### config.mk
export PLATFORM = sky130hd
export DESIGN_NAME = seven_seg_mux
export DESIGN_NICKNAME = d
export VERILOG_FILES = /design/src/rtl/seven_seg_pkg.sv /design/src/rtl/seven_seg_glyph.sv /design/src/rtl/seven_seg_mux.sv
export SDC_FILE = /design/constraint.sdc
export NUM_CORES = 1
export LEC_CHECK = 0
export ABC_AREA = 1
export CAP_MARGIN = 20
export CORE_ASPECT_RATIO = 0.6
export CORE_MARGIN = 8
export CORE_UTILIZATION = 51
export CTS_CLUSTER_DIAMETER = 200
export DETAILED_ROUTE_END_ITERATION = 16
export PLACE_DENSITY = 0.79
export SYNTH_ARGS = -nofsm -noshare
export SYNTH_HDL_FRONTEND = slang
export SYNTH_SLANG_ARGS = --single-unit
### constraint.sdc
create_clock -name clk -period 2.3 [get_ports clk]
set_input_delay 0.23 -clock clk [delete_from_list [all_inputs] [get_ports clk]]
set_output_delay 0.23 -clock clk [all_outputs]
set_load 0.05 [all_outputs]
### src/rtl/seven_seg_pkg.sv
// seven_seg_pkg: hex glyph table and segment bit positions shared by the
// seven_seg_mux display driver and its glyph decoder.
package seven_seg_pkg;

   localparam int unsigned SEG_A  = 7;
   localparam int unsigned SEG_B  = 6;
   localparam int unsigned SEG_C  = 5;
   localparam int unsigned SEG_D  = 4;
   localparam int unsigned SEG_E  = 3;
   localparam int unsigned SEG_F  = 2;
   localparam int unsigned SEG_G  = 1;
   localparam int unsigned SEG_DP = 0;

   // Active-high a..g, bit 6 = a, bit 0 = g.
   localparam logic [6:0] GLYPH_TAB [16] = '{
      7'h7E, 7'h30, 7'h6D, 7'h79, 7'h33, 7'h5B, 7'h5F, 7'h70,
      7'h7F, 7'h7B, 7'h77, 7'h1F, 7'h4E, 7'h3D, 7'h4F, 7'h47
   };

   function automatic logic [6:0] hex_to_glyph(input logic [3:0] nib);
      return GLYPH_TAB[nib];
   endfunction

endpackage

### src/rtl/seven_seg_glyph.sv
// seven_seg_glyph: combinational nibble + decimal point to 8-bit segment code,
// active-high; output polarity is applied by the caller.
module seven_seg_glyph
   import seven_seg_pkg::*;
(
   input  logic [3:0] nibble,
   input  logic       dp,
   output logic [7:0] seg
);

   always_comb begin
      seg                = '0;
      seg[SEG_A:SEG_G]   = hex_to_glyph(nibble);
      seg[SEG_DP]        = dp;
   end

endmodule

### src/rtl/seven_seg_mux.sv
// seven_seg_mux: N-digit time-multiplexed 7-segment driver with double-buffered,
// frame-synchronous loading. Optional PWM dimming when SEVEN_SEG_DIM_EN is defined.
module seven_seg_mux
   import seven_seg_pkg::*;
#(
   parameter int unsigned DIGITS      = 4,
   parameter int unsigned REFRESH_DIV = 4096,
   parameter int unsigned BLANK_CYC   = 16,
   parameter int unsigned SEG_ACT_LOW = 1,
   parameter int unsigned SEL_ACT_LOW = 1
)
(
   input  logic                  clk,
   input  logic                  reset,
   input  logic                  load,
   input  logic [4*DIGITS-1:0]   data,
   input  logic [DIGITS-1:0]     dp,
   input  logic [DIGITS-1:0]     blank,
`ifdef SEVEN_SEG_DIM_EN
   input  logic [3:0]            bright,
`endif
   output logic                  load_ack,
   output logic [7:0]            segm,
   output logic [DIGITS-1:0]     segm_sel
);

   localparam int unsigned SLOT_W = $clog2(REFRESH_DIV);
   localparam int unsigned IDX_W  = (DIGITS > 1) ? $clog2(DIGITS) : 1;
   localparam logic [7:0]        SEG_OFF = {8{SEG_ACT_LOW != 0}};
   localparam logic [DIGITS-1:0] SEL_OFF = {DIGITS{SEL_ACT_LOW != 0}};

   logic [SLOT_W-1:0]   slot_cnt, slot_nxt;
   logic [IDX_W-1:0]    dig_idx, dig_nxt;
   logic                slot_wrap, frame_end, commit;

   logic [4*DIGITS-1:0] act_data, pend_data, act_data_nxt;
   logic [DIGITS-1:0]   act_dp, pend_dp, act_dp_nxt;
   logic [DIGITS-1:0]   act_blank, pend_blank, act_blank_nxt;
   logic                pend_vld;

   logic [3:0]          nib;
   logic                nib_dp, lit, pwm_on;
   logic [7:0]          glyph_seg, seg_hi;
   logic [DIGITS-1:0]   sel_hi;

   assign slot_wrap = (slot_cnt == SLOT_W'(REFRESH_DIV - 1));
   assign frame_end = slot_wrap && (dig_idx == IDX_W'(DIGITS - 1));
   assign commit    = frame_end && pend_vld;

   always_comb begin
      slot_nxt = slot_wrap ? '0 : slot_cnt + SLOT_W'(1);
      dig_nxt  = dig_idx;
      if (slot_wrap)
         dig_nxt = (dig_idx == IDX_W'(DIGITS - 1)) ? '0 : dig_idx + IDX_W'(1);
   end

   // Outputs are registered from next-cycle state so segm/segm_sel line up
   // with slot_cnt/dig_idx and a commit is visible from digit 0's first slot.
   always_comb begin
      act_data_nxt  = commit ? pend_data  : act_data;
      act_dp_nxt    = commit ? pend_dp    : act_dp;
      act_blank_nxt = commit ? pend_blank : act_blank;
      nib           = act_data_nxt[{dig_nxt, 2'b00} +: 4];
      nib_dp        = act_dp_nxt[dig_nxt];
   end

`ifdef SEVEN_SEG_DIM_EN
   logic [3:0] pwm_cnt, pwm_nxt, bright_q, bright_nxt;

   always_comb begin
      pwm_nxt    = pwm_cnt + 4'd1;
      bright_nxt = frame_end ? bright : bright_q;
      pwm_on     = (pwm_nxt <= bright_nxt);
   end

   always_ff @(posedge clk or negedge reset) begin
      if (!reset) begin
         pwm_cnt  <= '0;
         bright_q <= '1;
      end else begin
         pwm_cnt  <= pwm_nxt;
         bright_q <= bright_nxt;
      end
   end
`else
   assign pwm_on = 1'b1;
`endif

   seven_seg_glyph u_glyph (
      .nibble (nib),
      .dp     (nib_dp),
      .seg    (glyph_seg)
   );

   always_comb begin
      lit    = (32'(slot_nxt) >= BLANK_CYC) && !act_blank_nxt[dig_nxt] && pwm_on;
      sel_hi = lit ? (DIGITS'(1) << dig_nxt) : '0;
      seg_hi = lit ? glyph_seg : '0;
   end

   always_ff @(posedge clk or negedge reset) begin
      if (!reset) begin
         slot_cnt   <= '0;
         dig_idx    <= '0;
         act_data   <= '0;
         act_dp     <= '0;
         act_blank  <= '0;
         pend_data  <= '0;
         pend_dp    <= '0;
         pend_blank <= '0;
         pend_vld   <= 1'b0;
         load_ack   <= 1'b0;
         segm       <= SEG_OFF;
         segm_sel   <= SEL_OFF;
      end else begin
         slot_cnt  <= slot_nxt;
         dig_idx   <= dig_nxt;
         load_ack  <= commit;
         act_data  <= act_data_nxt;
         act_dp    <= act_dp_nxt;
         act_blank <= act_blank_nxt;
         // A load on the commit cycle refills pending after the old value moves out.
         if (load) begin
            pend_data  <= data;
            pend_dp    <= dp;
            pend_blank <= blank;
            pend_vld   <= 1'b1;
         end else if (commit) begin
            pend_vld   <= 1'b0;
         end
         segm     <= seg_hi ^ SEG_OFF;
         segm_sel <= sel_hi ^ SEL_OFF;
      end
   end

endmodule

==> Word level (Yosys, flattened, before mapping) <==
Memories as Yosys holds them, arrays and structs flattened.
Index checks and enable logic that the tools add are counted.
{ "totals": {"reg_bits": 76, "romBits": 112, "in_bits": 27, "out_inout_bits": 13, "wordCells": 46, "mem_count": 1} }
{ "memory_table": {"columns": ["name", "words", "width", "read_ports", "rd_ports_with_merged_regs", "wr", "line", "rtl"], "rows": [
  ["(no name shown)", 16, 7, 1, 0, 0, "seven_seg_pkg.sv:21", "return GLYPH_TAB[nib];"]
]} }
{ "op_classes": {"add_sub_neg": 2, "n_lt_le_gt_ge": 3, "eq_ne": 2, "shift": 2, "muxes": 16, "n_bitwise": 3, "n_reduce_logical": 5} }
{ "op_table": {"columns": ["cell", "n"], "rows": [
  ["$mux W16", 1],
  ["$shiftx A16 B5 Y4", 1],
  ["$mux W7", 2],
  ["$add A12 B1 Y12 const B", 1],
  ["$eq A12 B12 Y1 const B", 1],
  ["$ge A12 B5 Y1 const B", 1],
  ["$mux W12", 1],
  ["$mux W4", 3],
  ["$mux W8", 1],
  ["$not A8 Y8", 1],
  ["$ge A5 B5 Y1 const B", 1],
  ["$not A4 Y5", 1],
  ["$bmux W1 S2", 2],
  ["$mux W1", 4],
  ["$mux W2", 2],
  ["$not A4 Y4", 1],
  ["$shl A1 B2 Y4 const A", 1],
  ["$logic_and A1 B1 Y1", 3],
  ["$lt A2 B3 Y1 const B", 1],
  ["$add A2 B1 Y2 const B", 1],
  ["$eq A2 B2 Y1 const B", 1],
  ["$reduce_bool A2 Y1", 1],
  ["$logic_not A1 Y1", 1]
]} }

==> Depth between registers and ports, before layout <==
Gate-level depths: netlist of the first run.
{ "depth": {"depth_word": 11, "ltp_mapped": 18, "ltp_nobuf": 17} }

==> By module <==
Synthesis of the first run repeated with hierarchy kept, for this count alone.
{ "unflattened": {"hier_cells": 411, "area_unflattened_um2": 3559.7} }
{ "by_module_without_submodules": {"columns": ["mod", "instances", "cells_each", "area_each_um2", "seq_area_each_um2"], "rows": [
  ["seven_seg_mux", 1, 358, 3281.9, 1916.8],
  ["seven_seg_glyph", 1, 53, 277.8, 0.0]
]} }

==> Worst setup path after synthesis of the first run <==
No wires, ideal clock.
{ "synth_path": {"path_type": "register to register", "from": "reg slot_cnt[0]", "to": "reg segm[2]", "setup_ns": 0.082, "arrival_time_ns": 2.231, "required_ns": 2.218, "path_slack_ns": -0.014, "stages_incl_launch_ff": 19, "n_path_buf": 1, "period_less_slack_ns": 2.314, "path_cell_list": "dfrtp_1 -> ha_1 -> nand2_2 -> nor2_4 -> nand2_4 -> nor2_8 -> nand3_4 -> buf_6 -> nand2_1 -> o21ai_2 -> nand2_1 -> nand2_1 -> nor2_4 -> inv_1 -> ha_1 -> o21ai_2 -> nand2_1 -> nand2_1 -> nand3_1"} }
{ "synth_between": {"elab_chain_len": 11, "elab_cells_between_ends": 20, "cone_classes": "1 x add/sub; 1 x order compare; 1 x eq/ne; 1 x shift; 9 x mux; 2 x bitwise; 4 x reduce/logical; 1 x memory"} }
{ "synth_rtl": {"columns": ["item", "line", "rtl"], "rows": [
  ["start: declaration", "seven_seg_mux.sv:32", "logic [SLOT_W-1:0] slot_cnt, slot_nxt;"],
  ["start signal: assignment", "seven_seg_mux.sv:116", "slot_cnt <= slot_nxt;"],
  ["$eq A12 B12 Y1", "seven_seg_mux.sv:46", "assign slot_wrap = (slot_cnt == SLOT_W'(REFRESH_DIV - 1));"],
  ["$logic_and A1 B1 Y1", "seven_seg_mux.sv:47", "assign frame_end = slot_wrap && (dig_idx == IDX_W'(DIGITS - 1));"],
  ["$logic_and A1 B1 Y1", "seven_seg_mux.sv:48", "assign commit = frame_end && pend_vld;"],
  ["$mux W16", "seven_seg_mux.sv:60", "act_data_nxt = commit ? pend_data : act_data;"],
  ["via act_data_nxt[13]", "seven_seg_mux.sv:36", "logic [4*DIGITS-1:0] act_data, pend_data, act_data_nxt;"],
  ["$shiftx A16 B5 Y4", "seven_seg_mux.sv:63", "nib = act_data_nxt[{dig_nxt, 2'b00} +: 4];"],
  ["$not A4 Y5 (not written as such)", "seven_seg_pkg.sv:21", null],
  ["$mem_v2 Z16 W7", null, null],
  ["$mux W7 (not written as such) (2 in series)", "seven_seg_pkg.sv:21", null],
  ["$mux W8", "seven_seg_mux.sv:98", "seg_hi = lit ? glyph_seg : '0;"],
  ["$not A8 Y8 (no line)", null, null],
  ["end signal: assignment", "seven_seg_mux.sv:131", "segm <= seg_hi ^ SEG_OFF;"],
  ["end: declaration", "seven_seg_mux.sv:23", "output logic [7:0] segm,"]
]} }
The timed path passes the listed nets, and every way through them passes these cells. The select of a mux whose other input is x is not followed.
A chain may end at the register's enable or synchronous reset.

==> Worst setup path after layout of the first run <==
{ "layout_path": {"from": "reg slot_cnt[0]", "to": "reg segm[7]"} }
Same word-level chain as after synthesis.

==> results by group, run 1 <==
Outcome
  • Status: finished with violations
  • Violations in the final reports: setup timing

Worst setup path
  • Crit-path leading delay family: simple AND/OR/NAND/NOR gates
  • Levels on crit path: 17
  • Worst r2r path cells: 17
  • Crit path kind: flip-flop to flip-flop
  • Cell mode on critical path: nand2_2
  • Capturing element type of the critical path: flip-flop
  • Slowest stage cell, crit path: dfrtp_1
  • Worst Path Buf+Inv: 2
  • R2R setup slack: -0.04 ns
  • Crit-path max FO: 8
  • Critical Path AT: 2.61 ns
  • CP Launch Type: flip-flop
  • Critical path's largest stage delay: 0.39 ns
  • Data required time of the worst path: 2.58 ns
  • Crit path cell chain: ha_4, nand2_2, nor2_4, nand2_4, nor2_8, nand3_4, nand2_1, o21ai_1, nand2_1, nand2_2, nor2_4, buf_4, ha_4, inv_2, nand2_2, nand3_1, nand3_1

Place
  • Placed Cells: 559
  • Final HPWL DP: 5441 um
  • Pre-CTS setup slack: -0.09901 ns
  • GP Congestion: 0.8168
  • IO buf count: 39

Cells and area
  • Ant. Diodes: 0
  • Share of layout cells above drive strength 1: 25.85%
  • Nets: 530
  • Non-Filler Instances: 590
  • Commonest cells after routing, fill and taps aside: nand2_1 (138), dfrtp_1 (64), inv_1 (50), clkdlybuf4s50_1 (38), buf_4 (26)
  • Commonest non-fill, non-tap cell in the layout: nand2_1
  • Fill count: 546
  • Util after Layout: 67.03%
  • Layout area overhead: 29.29%

Hold path
  • Hold crit path type: input port to flip-flop
  • Hold Path Stages: 3

Yosys
  • Register area share after synthesis: 51.51%
  • Largest family of logic cells by synthesized area: simple AND/OR/NAND/NOR gates
  • Avg Inst Size Synth: 8.818 um^2
  • Ys flop type: dfrtp_1
  • Syn_nets: 458
  • #FFs+latches synth: 76
  • Async set-reset flop share out of synthesis: 100.0%
  • Post-Syn Instances: 422
  • Post-synth EDFFs: 0
  • Synthesized area: 3721 um^2
  • Synth Area in Compound Gates: 5.380%
  • Synth Warn #: 0
  • Post-Synth XOR/XNOR Area: 1.177%
  • Post-synthesis mux area share: 0%
  • Synth Area in Simple Gates: 30.56%
  • Post-synthesis cell type count: 31
  • Post-Synth Adder-Cell Area: 3.026%

Drt
  • WL final: 8237 um
  • Via density per instance: 4.971
  • Routed vias: 2933
  • Drt wl/cell: 13.96 um
  • Drt first pass iters: 4
  • DRC Markers: 0
  • DRT iter0 DRCs: 230
  • Remaining antenna violation count: 0

Timing
  • Max Fclk: 427.9 MHz
  • Final hold viol count: 0
  • Final worst-path cycle share: 101.6%
  • Fin Hold WS: 0.4340 ns
  • Worst slew pin tran: 0.5106 ns
  • RSZ-0062 raised after global routing: yes
  • Final Max Tran Viols: 0
  • Max Clock Skew: 0.009143 ns
  • # setup viols final: 4
  • Final critical-path required period: 2.337 ns
  • Worst slew margin: 65.86%
  • Setup WS post-layout: -0.03709 ns

Power and ir drop
  • Leak: 2.504 nW
  • Maximum vdd drop: 378.8 uV
  • PwrDens: 613.3 nW/um^2

GRT
  • First-pass GRT wire length: 13510 um
  • Gr ovfl total: 0
  • Vias in the first global route: 2862
  • GRT Util Overall: 16.40%
  • Initial antenna violation count: 0
  • Largest net degree at the start of global routing: 77

Die
  • Die area: 10380 um^2
  • Core area: 7177 um^2
  • Initial Utilization: 51.85%
  • # rows: 24
  • Io pins: 40
  • Chip height: 82.17 um
  • Die width: 126.3 um

Clocking
  • TritonCTS buffer count: 9
  • Max H-tree Level: 3
  • Worst-skew pair later-pin latency: 0.34 ns
  • CTS root buf: clkbuf_16
  • Clock buffer depth: 2
  • Clock Sinks: 76
  • CTS tree: done
  • Clk slew on worst S/H paths: 0.06 ns

Flow run
  • Number of max-cap violations: 0
registers in the layout, indices dropped and copies added (netlist names):
register,count
pend_vld,1
pend_data,16
pend_dp,4
load_ack,1
act_data,16
segm,8
act_blank,4
dig_idx,2
pend_blank,4
slot_cnt,12
act_dp,4
segm_sel,4
final timing paths:
check / from / end
worst min-delay path: data[11] / pend_data[11]$_DFFE_PN0P_
worst max-delay path: slot_cnt[0]$_DFF_PN0_ / segm[7]$_DFF_PN1_
worst min register to register: act_data[13]$_DFF_PN0_ / act_data[13]$_DFF_PN0_
min in group asynchronous: reset / act_data[1]$_DFF_PN0_
max in group asynchronous: reset / segm_sel[1]$_DFF_PN1_
worst max register to register: slot_cnt[0]$_DFF_PN0_ / segm[7]$_DFF_PN1_
repair_timing:
item | 4_1_cts | 5_1_grt
hold endpoints to repair | 64 | 0
gates resized for setup | 4 | 18
hold buffers | 1 | 0
buffers inserted | 6 | 6
endpoints found under the setup margin | 7 | 12
pin swaps | 3 | 6
cloned | 1 | 1
synth_stat cells (all sizes together) (2+ instances only):
cell	number	area (um^2)
nor3	2	15.01
nand2	169	714.4
dfstp	12	315.3
nand3	22	132.6
nand4	11	68.82
clkbuf	6	32.53
and2	2	12.51
inv	59	221.5
o21ai	29	167.7
nor2	21	187.7
dfrtp	64	1602
buf	5	56.30
xor2	5	43.79
ha	9	112.6
per-stage QoR:
| stage | power, mW | instance area (um^2) | TNS [ns] |
|---|---|---|---|
| after floorplan | 1.457 | 3751 | -0.003691 |
| after global placement | 1.546 | 4309 | -0.06471 |
| after detailed placement | 1.550 | 4309 | -0.2678 |
| after CTS | 2.974 | 4697 | 0 |
| after global routing | 3.060 | 4811 | -1.491 |
| final | 2.950 | 4811 | -0.09752 |
power by group:
group	internal [mW]	switching, mW	total [mW]	leakage [nW]
clock network	0.874	0.551	1.42	0.150
logic	0.0600	0.0725	0.132	1.40
registers	1.38	0.0174	1.39	0.956
layout make-up:
cell class / count / area (um^2) / share of cell area, %
clock inverters: 5 / 57.56 / 1.196
inverters: 59 / 224.0 / 4.655
well taps: 91 / 113.9 / 2.367
repair buffers: 70 / 644.4 / 13.39
multi-input cells: 278 / 1612 / 33.50
flip-flops and latches: 76 / 1917 / 39.84
clock buffers: 11 / 242.7 / 5.046
worst register-to-register path: stages, from the launching register on:
cell and delay (ns):
dfrtp_1 0.39, ha_4 0.16, nand2_2 0.06, nor2_4 0.19
nand2_4 0.09, nor2_8 0.14, nand3_4 0.15, nand2_1 0.09
o21ai_1 0.08, nand2_1 0.08, nand2_2 0.07, nor2_4 0.20
buf_4 0.16, ha_4 0.15, inv_2 0.05, nand2_2 0.07
nand3_1 0.08, nand3_1 0.09
kinds of logic after synthesis:
group | after synthesis
xor gates and xnor gates | 5
adders and majority gates | 9
buffers and inverters | 70
and+or+nand+nor | 228
AOI/OAI and AO/OA | 34
DFF | 76
per-layer routing:
layer  GRT usage, %  part of all wire, %
met2          24.64                   42
met3          4.744                  7.7
met4          6.317                  1.7
met1          22.29                   49
met5              0                    0
Power figures use the tool's default switching activity.
==> run 2, diff against run 1 <==
--- a/config.mk
+++ b/config.mk
@@ -11,6 +11,7 @@
 export CORE_MARGIN = 8
 export CORE_UTILIZATION = 51
 export CTS_CLUSTER_DIAMETER = 200
+export CTS_CLUSTER_SIZE = 10
 export DETAILED_ROUTE_END_ITERATION = 16
 export PLACE_DENSITY = 0.79
 export SYNTH_ARGS = -nofsm -noshare
==> results of run 2 <==
Same layout as run 1: the final DEF is identical, and so are final timing and power.
==> run 3, diff against run 2 <==
--- a/config.mk
+++ b/config.mk
@@ -14,6 +14,7 @@
 export CTS_CLUSTER_SIZE = 10
 export DETAILED_ROUTE_END_ITERATION = 16
 export PLACE_DENSITY = 0.79
+export SKIP_CTS_REPAIR_TIMING = 1
 export SYNTH_ARGS = -nofsm -noshare
 export SYNTH_HDL_FRONTEND = slang
 export SYNTH_SLANG_ARGS = --single-unit
==> results by group, run 3 (synthesized netlist as in run 1, its figures left out) <==
Outcome
  • Status: complete, no violations (was finished with violations)

Die
  • Core area: 7177 um^2 (unchanged)
  • Die area: 10380 um^2 (unchanged)
  • # rows: 24 (unchanged)
  • Initial Utilization: 51.85% (unchanged)
  • Die width: 126.3 um (unchanged)
  • Io pins: 40 (unchanged)
  • Chip height: 82.17 um (unchanged)

Power and ir drop
  • Total design power: 2.951 mW (was 2.950 mW)
  • PwrDens: 612.7 nW/um^2 (was 613.3 nW/um^2)
  • Leak: 2.512 nW (was 2.504 nW)
  • Maximum vdd drop: 383.6 uV (was 378.8 uV)

Cells and area
  • Finished Cell Area: 4816 um^2 (was 4811 um^2)
  • Largest registers: act_data: 16 flops, pend_data: 16 flops, slot_cnt: 12 flops (unchanged)
  • Nets: 527 (was 530)
  • Layout area overhead: 29.42% (was 29.29%)
  • Register Area: 1917 um^2 (unchanged)
  • Ant. Diodes: 0 (unchanged)
  • Fill count: 549 (was 546)
  • Share of layout cells above drive strength 1: 26.81% (was 25.85%)
  • Multi-input logic area: 1645 um^2 (was 1612 um^2)
  • Commonest non-fill, non-tap cell in the layout: nand2_1 (unchanged)
  • Commonest cells after routing, fill and taps aside: nand2_1 (133), dfrtp_1 (64), inv_1 (49), clkdlybuf4s50_1 (38), nand2_2 (27) (was nand2_1 (138), dfrtp_1 (64), inv_1 (50), clkdlybuf4s50_1 (38), buf_4 (26))

Timing
  • Max Fclk: 437.7 MHz (was 427.9 MHz)
  • # setup viols final: 0 (was 4)
  • Final critical-path required period: 2.285 ns (was 2.337 ns)
  • RSZ-0062 raised after global routing: yes (unchanged)
  • Final hold viol count: 0 (unchanged)
  • Max Clock Skew: 0.007662 ns (was 0.009143 ns)
  • Final worst-path cycle share: 99.34% (was 101.6%)
  • Worst slew margin: 65.86% (unchanged)
  • Worst slew pin tran: 0.5106 ns (about the same)
  • Setup WS post-layout: 0.01522 ns (was -0.03709 ns)
  • Final Max Tran Viols: 0 (unchanged)

Place
  • Final HPWL DP: 5441 um (unchanged)
  • GP Congestion: 0.8168 (unchanged)
  • Placed cell area: 4309 um^2 (unchanged)
  • Pre-CTS setup slack: -0.09901 ns (unchanged)
  • IO buf count: 39 (unchanged)

GRT
  • Gr ovfl total: 0 (unchanged)
  • GRT Util Overall: 15.93% (was 16.40%)
  • Largest net degree at the start of global routing: 77 (unchanged)
  • Vias in the first global route: 2824 (was 2862)
  • Initial antenna violation count: 0 (unchanged)
  • First-pass GRT wire length: 13160 um (was 13510 um)

Drt
  • Remaining antenna violation count: 0 (unchanged)
  • Drt wl/cell: 13.83 um (was 13.96 um)
  • Via density per instance: 4.917 (was 4.971)
  • Drt first pass iters: 4 (unchanged)
  • DRT iter0 DRCs: 237 (was 230)
  • WL final: 8119 um (was 8237 um)
  • DRC Markers: 0 (unchanged)
  • Routed vias: 2886 (was 2933)

Worst setup path
  • CP Launch Type: flip-flop (unchanged)
  • Capturing element type of the critical path: flip-flop (unchanged)
  • Critical Path AT: 2.54 ns (was 2.61 ns)
  • Crit path kind: flip-flop to flip-flop (unchanged)
  • Crit-path max FO: 8 (unchanged)
  • Data required time of the worst path: 2.55 ns (was 2.58 ns)

Clocking
  • Clock Sinks: 76 (unchanged)
  • Worst-skew pair later-pin latency: 0.33 ns (was 0.34 ns)
  • Clock buffer depth: 2 (unchanged)
  • TritonCTS buffer count: 9 (unchanged)
  • Max H-tree Level: 3 (unchanged)
  • Clk slew on worst S/H paths: 0.06 ns (about the same)
  • CTS tree: done (unchanged)
  • CTS root buf: clkbuf_16 (unchanged)

Flow run
  • Number of max-cap violations: 0 (unchanged)

Hold path
  • Hold crit path type: input port to flip-flop (unchanged)
-- run 3: cell types whose count changed in the layout (fill, tap and decap cells not counted), sizes merged --
cell,delta
buf,-3
-- run 3: power breakdown --
part | switching [mW] | internal, mW | leakage, nW | total, mW
clock | 0.551 | 0.874 | 0.150 | 1.43
combinational | 0.0725 | 0.0600 | 1.41 | 0.132
sequential | 0.0172 | 1.38 | 0.956 | 1.39
total | 0.641 | 2.31 | 2.51 | 2.95
-- run 3: worst paths after layout --
path | from | slack (ns) | cells past startpoint | to
min in group asynchronous | reset | 0.46 | 3 | pend_data[12]$_DFFE_PN0P_
worst max register to register | slot_cnt[0]$_DFF_PN0_ | 0.02 | 17 | segm[4]$_DFF_PN1_
worst min-delay path | data[11] | 0.43 | 3 | pend_data[11]$_DFFE_PN0P_
worst max-delay path | slot_cnt[0]$_DFF_PN0_ | 0.02 | 17 | segm[4]$_DFF_PN1_
max in group asynchronous | reset | 1.49 | 3 | segm_sel[1]$_DFF_PN1_
worst min register to register | pend_data[10]$_DFFE_PN0P_ | 0.47 | 2 | pend_data[10]$_DFFE_PN0P_
-- run 3: final cells by class --
class | count | share of cell area (%)
clock buffer | 11 | 5.040
tap | 91 | 2.364
timing repair buffer | 67 | 12.83
multi-input combinational | 278 | 34.16
sequential | 76 | 39.80
inverter | 59 | 4.599
clock inverter | 5 | 1.195
-- run 3: worst max-delay path, cell delays in order (launching register included) --
cell     delay [ns]
dfrtp_1        0.39
ha_4           0.16
nand2_4        0.05
nor2_4         0.16
nand2_4        0.09
nor2_8         0.13
nand3_4        0.17
nand2_2        0.13
nand2_2        0.06
nand2_2        0.06
nand2_2        0.06
nor2_4         0.20
inv_2          0.10
ha_4           0.18
o21ai_4        0.07
nand2_1        0.07
nand2_1        0.05
nand3_1        0.07
-- run 3: through the flow --
stage	util [%]	TNS, ns	hold slack (ns)	std cells
after global placement	60.04	-0.06471	0.2936	559
after detailed placement	60.04	-0.2678	0.2968	559
after floorplan	-	-0.003691	-0.06559	422
after global routing	67.10	-0.9165	0.4494	587
final	67.10	0	0.4317	587
after CTS	64.23	-0.5076	-0.05895	575
-- run 3: layer usage --
| metal | wire length, um | up-vias | global-route usage [%] |
|---|---|---|---|
| met5 | 0 | - | 0 |
| met2 | 3461 | 96 | 23.89 |
| met1 | 3983 | 1330 | 21.69 |
| met3 | 556 | 12 | 4.744 |
| met4 | 118 | 0 | 5.840 |
| li1 | - | 1448 | - |
